File: config.mk
export PLATFORM = sky130hd
export DESIGN_NAME = spike_rate_decoder
export DESIGN_NICKNAME = d
export VERILOG_FILES = /design/src/rtl/spike_rate_decoder.sv
export SDC_FILE = /design/constraint.sdc
export NUM_CORES = 1
export LEC_CHECK = 0
export ABC_AREA = 0
export CORE_ASPECT_RATIO = 1.75
export CORE_MARGIN = 2
export CORE_UTILIZATION = 53
export DETAILED_ROUTE_END_ITERATION = 8
export PLACE_DENSITY_LB_ADDON = 0.3
export SKIP_LAST_GASP = 1
export SYNTH_ARGS = -nofsm -noshare
export SYNTH_HDL_FRONTEND = slang
export SYNTH_SLANG_ARGS = --single-unit
File: constraint.sdc
create_clock -name clk -period 3.1 [get_ports clk]
set_input_delay 0.62 -clock clk [delete_from_list [all_inputs] [get_ports clk]]
set_output_delay 0.62 -clock clk [all_outputs]
set_load 0.1 [all_outputs]
File: src/rtl/spike_rate_decoder.sv
// Spike-rate decoder: counts neuron spikes over a programmable window of update steps
// and presents the count through a valid/ready result register.
// Optional macro FIRST_SPIKE_LATENCY_EN adds the first_spike_step output.
module spike_rate_decoder #(
    parameter int COUNT_WIDTH  = 8,
    parameter int WINDOW_WIDTH = 8
) (
    input  logic                    clk,
    input  logic                    reset,
    input  logic                    spike_valid,
    input  logic                    spike,
    input  logic                    start,
    input  logic                    abort,
    input  logic                    continuous,
    input  logic [WINDOW_WIDTH-1:0] window_len,
    input  logic                    out_ready,
    output logic                    rate_valid,
    output logic [COUNT_WIDTH-1:0]  rate_count,
    output logic                    rate_sat,
    output logic                    overrun,
    output logic                    busy
`ifdef FIRST_SPIKE_LATENCY_EN
    ,
    output logic [WINDOW_WIDTH-1:0] first_spike_step
`endif
);

    typedef enum logic {IDLE, COUNT} state_t;

    localparam logic [WINDOW_WIDTH-1:0] STEP_ONE = WINDOW_WIDTH'(1);
    localparam logic [COUNT_WIDTH-1:0]  CNT_ONE  = COUNT_WIDTH'(1);

    state_t                  state, state_next;
    logic [WINDOW_WIDTH-1:0] step_cnt, len_q;
    logic [COUNT_WIDTH-1:0]  spike_cnt, res_cnt;
    logic                    sat_q, res_sat;
    logic                    start_ok, step, hit, final_step, cnt_full, load;
`ifdef FIRST_SPIKE_LATENCY_EN
    logic [WINDOW_WIDTH-1:0] first_q, res_first;
`endif

    // abort suppresses the step entirely, so a same-cycle final step yields no result.
    always_comb begin
        start_ok   = (state == IDLE) && start && !abort && (window_len != '0);
        step       = (state == COUNT) && spike_valid && !abort;
        hit        = step && spike;
        final_step = step && (step_cnt == len_q - STEP_ONE);
        cnt_full   = &spike_cnt;
        res_cnt    = (hit && !cnt_full) ? spike_cnt + CNT_ONE : spike_cnt;
        res_sat    = sat_q | (hit & cnt_full);
        load       = final_step && (!rate_valid || out_ready);
`ifdef FIRST_SPIKE_LATENCY_EN
        res_first  = (hit && (first_q == '1)) ? step_cnt : first_q;
`endif
    end

    always_comb begin
        state_next = state;
        case (state)
            IDLE:    if (start_ok) state_next = COUNT;
            COUNT:   if (abort || (final_step && !continuous)) state_next = IDLE;
            default: state_next = IDLE;
        endcase
    end

    // NOTE: all clocked state uses non-blocking assignments so every register samples
    // the pre-edge values computed above, independent of statement order.
    always_ff @(posedge clk or posedge reset) begin
        if (reset) begin
            state <= IDLE;
        end else begin
            state <= state_next;
        end
    end

    // A final step clears the counters in place, so a continuous window loses no step.
    always_ff @(posedge clk or posedge reset) begin
        if (reset) begin
            step_cnt  <= '0;
            spike_cnt <= '0;
            len_q     <= '0;
            sat_q     <= 1'b0;
`ifdef FIRST_SPIKE_LATENCY_EN
            first_q   <= '1;
`endif
        end else if (start_ok || final_step) begin
            step_cnt  <= '0;
            spike_cnt <= '0;
            sat_q     <= 1'b0;
            if (start_ok) len_q <= window_len;
`ifdef FIRST_SPIKE_LATENCY_EN
            first_q   <= '1;
`endif
        end else if (step) begin
            step_cnt  <= step_cnt + STEP_ONE;
            spike_cnt <= res_cnt;
            sat_q     <= res_sat;
`ifdef FIRST_SPIKE_LATENCY_EN
            first_q   <= res_first;
`endif
        end
    end

    // Result register: a new result replaces the held one only if it is empty or being read.
    always_ff @(posedge clk or posedge reset) begin
        if (reset) begin
            rate_valid       <= 1'b0;
            rate_count       <= '0;
            rate_sat         <= 1'b0;
            overrun          <= 1'b0;
`ifdef FIRST_SPIKE_LATENCY_EN
            first_spike_step <= '1;
`endif
        end else begin
            if (load) begin
                rate_valid       <= 1'b1;
                rate_count       <= res_cnt;
                rate_sat         <= res_sat;
`ifdef FIRST_SPIKE_LATENCY_EN
                first_spike_step <= res_first;
`endif
            end else if (rate_valid && out_ready) begin
                rate_valid <= 1'b0;
            end
            if (final_step && !load) overrun <= 1'b1;
        end
    end

    assign busy = (state == COUNT);

endmodule
==> impl_metrics.ini <==
[drt]
drt_iter0_drc = 36
first_pass_iters = 4
drc = 0
vias = 1377
wl_per_cell_microns = 14.96
wl_mm = 3.769
ant_nets = 0
via_per_inst = 5.464

[power]
powerDensity_mw_per_mm2 = 526.3
leakagePower_nw = 1.099
ir_worst_vdd_mv = 0.4294
finalPower_mw = 1.215

[grt]
grt_max_degree = 38
gr-total-overflow = 0
grt_first_pass_wirelength_mm = 6.458
antenna_found_initial = 0
grt_pass1_vias = 1388
grt_use_total_pct = 21.62

[yosys]
synth-edff-count = 0
synth_commonest_cells = dfrtp_1 (37), nor2_1 (17), mux2_2 (15)
synth_area_leaders = dfrtp_1 (49%), mux2_2 (9.0%), xnor2_1 (6.5%)
yosysUniqueCellTypes = 37
yosys_register_bits = 37
yosys.area.top_type = dfrtp_1
synth.top_cell.area_share_pct = 49.43
yosysMostFrequentCell = dfrtp_1
synthesis.nets = 189
post_synth.cell_area_avg_sq_um = 11.02
syn_inst = 170
synth_ff_type = dfrtp_1
yosysWarnings = 0
ys_seq_area_share_pct = 49.43
synth_area_sq_mm = 0.001873
async_flop_share_pct = 100.0

[floorplan]
core_sq_mm = 0.003398
die-area_sq_mm = 0.004044
die_w_microns = 48.94
io_pins = 28
die_h_microns = 82.64
row_count = 28
start_util_pct = 55.12

[job]
max_cap_violations = 0

[timing]
post-route-min-period_ns = 2.332
finalSetupViolCount = 0
setup_tns_ns = 0
rsz0062_at_grt = no
fmax_mhz = 428.9
hold_slack_ns = 0.4994
finalHoldViolCount = 0
skew_ns = 0.007325
finalMaxSlewViolations = 0
slew_headroom_pct = 67.18
fin_crit_sh_pct = 75.22
tightest_slew_ns = 0.4885
setup_slack_ns = 0.7683

[clocking]
cts_max_path_buffers = 2
cts_made_buffers = 5
cts_num_sinks = 37
cts-root-buf = clkbuf_8
htreeDepth = 2
cts_tree = done
holdBufCountCts = 0
cts_setup_buffers = 0
cts_resized = 0
clk_pin_slew_ns = 0.07
clock_latency_ns = 0.29

[worst_setup_path]
r2r_start = len_q[0]
critPathSlowestCell = dfrtp_1
critical_path.max_fanout = 9
crit_required_ns = 3.27
critPathLaunch = len_q[0]
cp-start-kind = flop
path_buf_inv = 1
worstPathArrival_ns = 2.50
cp-end-kind = flop
worst_path_largest_cell_delay_ns = 0.43
crit_type = reg -> reg
path_cells = inv_1 -> ha_1 -> nor3b_1 -> xnor2_1 -> nor3_1 -> nand4_4 -> mux2_2
crit_family = simple AND/OR/NAND/NOR gates

[place]
place.gp.congestion = 0.9179
dp_slack_ns = 0.4957
dp_cells = 244
dpl_cell_area_sq_mm = 0.002192
dp_hpwl_mm = 2.922
portBuffers = 27

[cells_and_area]
final_cell_area_sq_mm = 0.002308
multi_input_area_sq_um = 909.6
area.growth.synth_to_final_pct = 23.25
final_cells = 252
nets = 225
post-route-util_pct = 67.93
drive_above_1_share_pct = 20.77
num-fill-cells = 273
seq_area_sq_um = 925.9
diodes = 0

[min_path]
hold_start = overrun
hold_class = reg -> reg

[status]
outcome = finished clean
[power breakdown]
group	total [mW]	switching [mW]	internal, mW
Sequential	0.563	0.0445	0.518
Clock	0.421	0.159	0.262
Combinational	0.231	0.119	0.111
Total	1.21	0.323	0.892
[state kept, by name (all words and copies together) (netlist names)]
name,flops
len_q,8
rate_count,8
spike_cnt,8
step_cnt,8
busy,1
overrun,1
rate_sat,1
rate_valid,1
sat_q,1
[placed cells by master, fill, tap and decap left out, drive strengths merged, types with 2 or more instances in the layout]
master         netlist  layout
a21oi                4       4
and3                 5       5
and3b                2       2
and4                 2       2
buf                  1      17
clkbuf               2       7
clkdlybuf4s50        0      15
dfrtp               37      37
ha                   3       3
inv                  6       6
mux2                15      15
mux2i                3       3
nand2               11      11
nand3                5       5
nand4                5       5
nor2                17      17
nor2b                7       7
nor3                 3       3
nor4                 3       3
o21ai                2       2
xnor2               14      14
xor2                 8       8
[cells by family after synthesis]
family                     synth area share, %
AOI/OAI and AO/OA                        4.477
muxes                                    10.62
and+or+nand+nor                          21.18
xor gates and xnor gates                 10.29
DFF                                      49.43
buffers and inverters                    2.004
adders and majority gates                2.004
[path summary, 6_finish.rpt]
check	depth (start not counted)	slack, ns	endpoint
max	7	0.77	rate_count[0]
min reg2reg	1	0.50	overrun
min	1	0.50	overrun
min in group asynchronous	3	0.74	spike_cnt[6]
max in group asynchronous	3	2.04	rate_count[3]
max reg2reg	7	0.77	rate_count[0]
[worst reg2reg max path: stages (launching register included)]
cell and delay, ns:
dfrtp_1 0.43, inv_1 0.11, ha_1 0.19, nor3b_1 0.37, xnor2_1 0.13, nor3_1 0.40
nand4_4 0.26, mux2_2 0.34
[layer usage]
layer  vias up  share of wire (%)  track usage, %
li1        662                  -               -
met5         -                  0               0
met2        30                 56           40.00
met4         0                2.7           12.00
met3         8                2.9           4.496
met1       677                 38           22.84
[cell type report]
type	instances	share of cell area [%]
multi-input combinational	124	39.40
inverter	6	0.9756
clock inverter	1	1.301
sequential	37	40.11
timing repair buffer	32	12.03
tap	45	2.439
clock buffer	7	3.740
No activity file was read; power rests on OpenSTA's default activity.
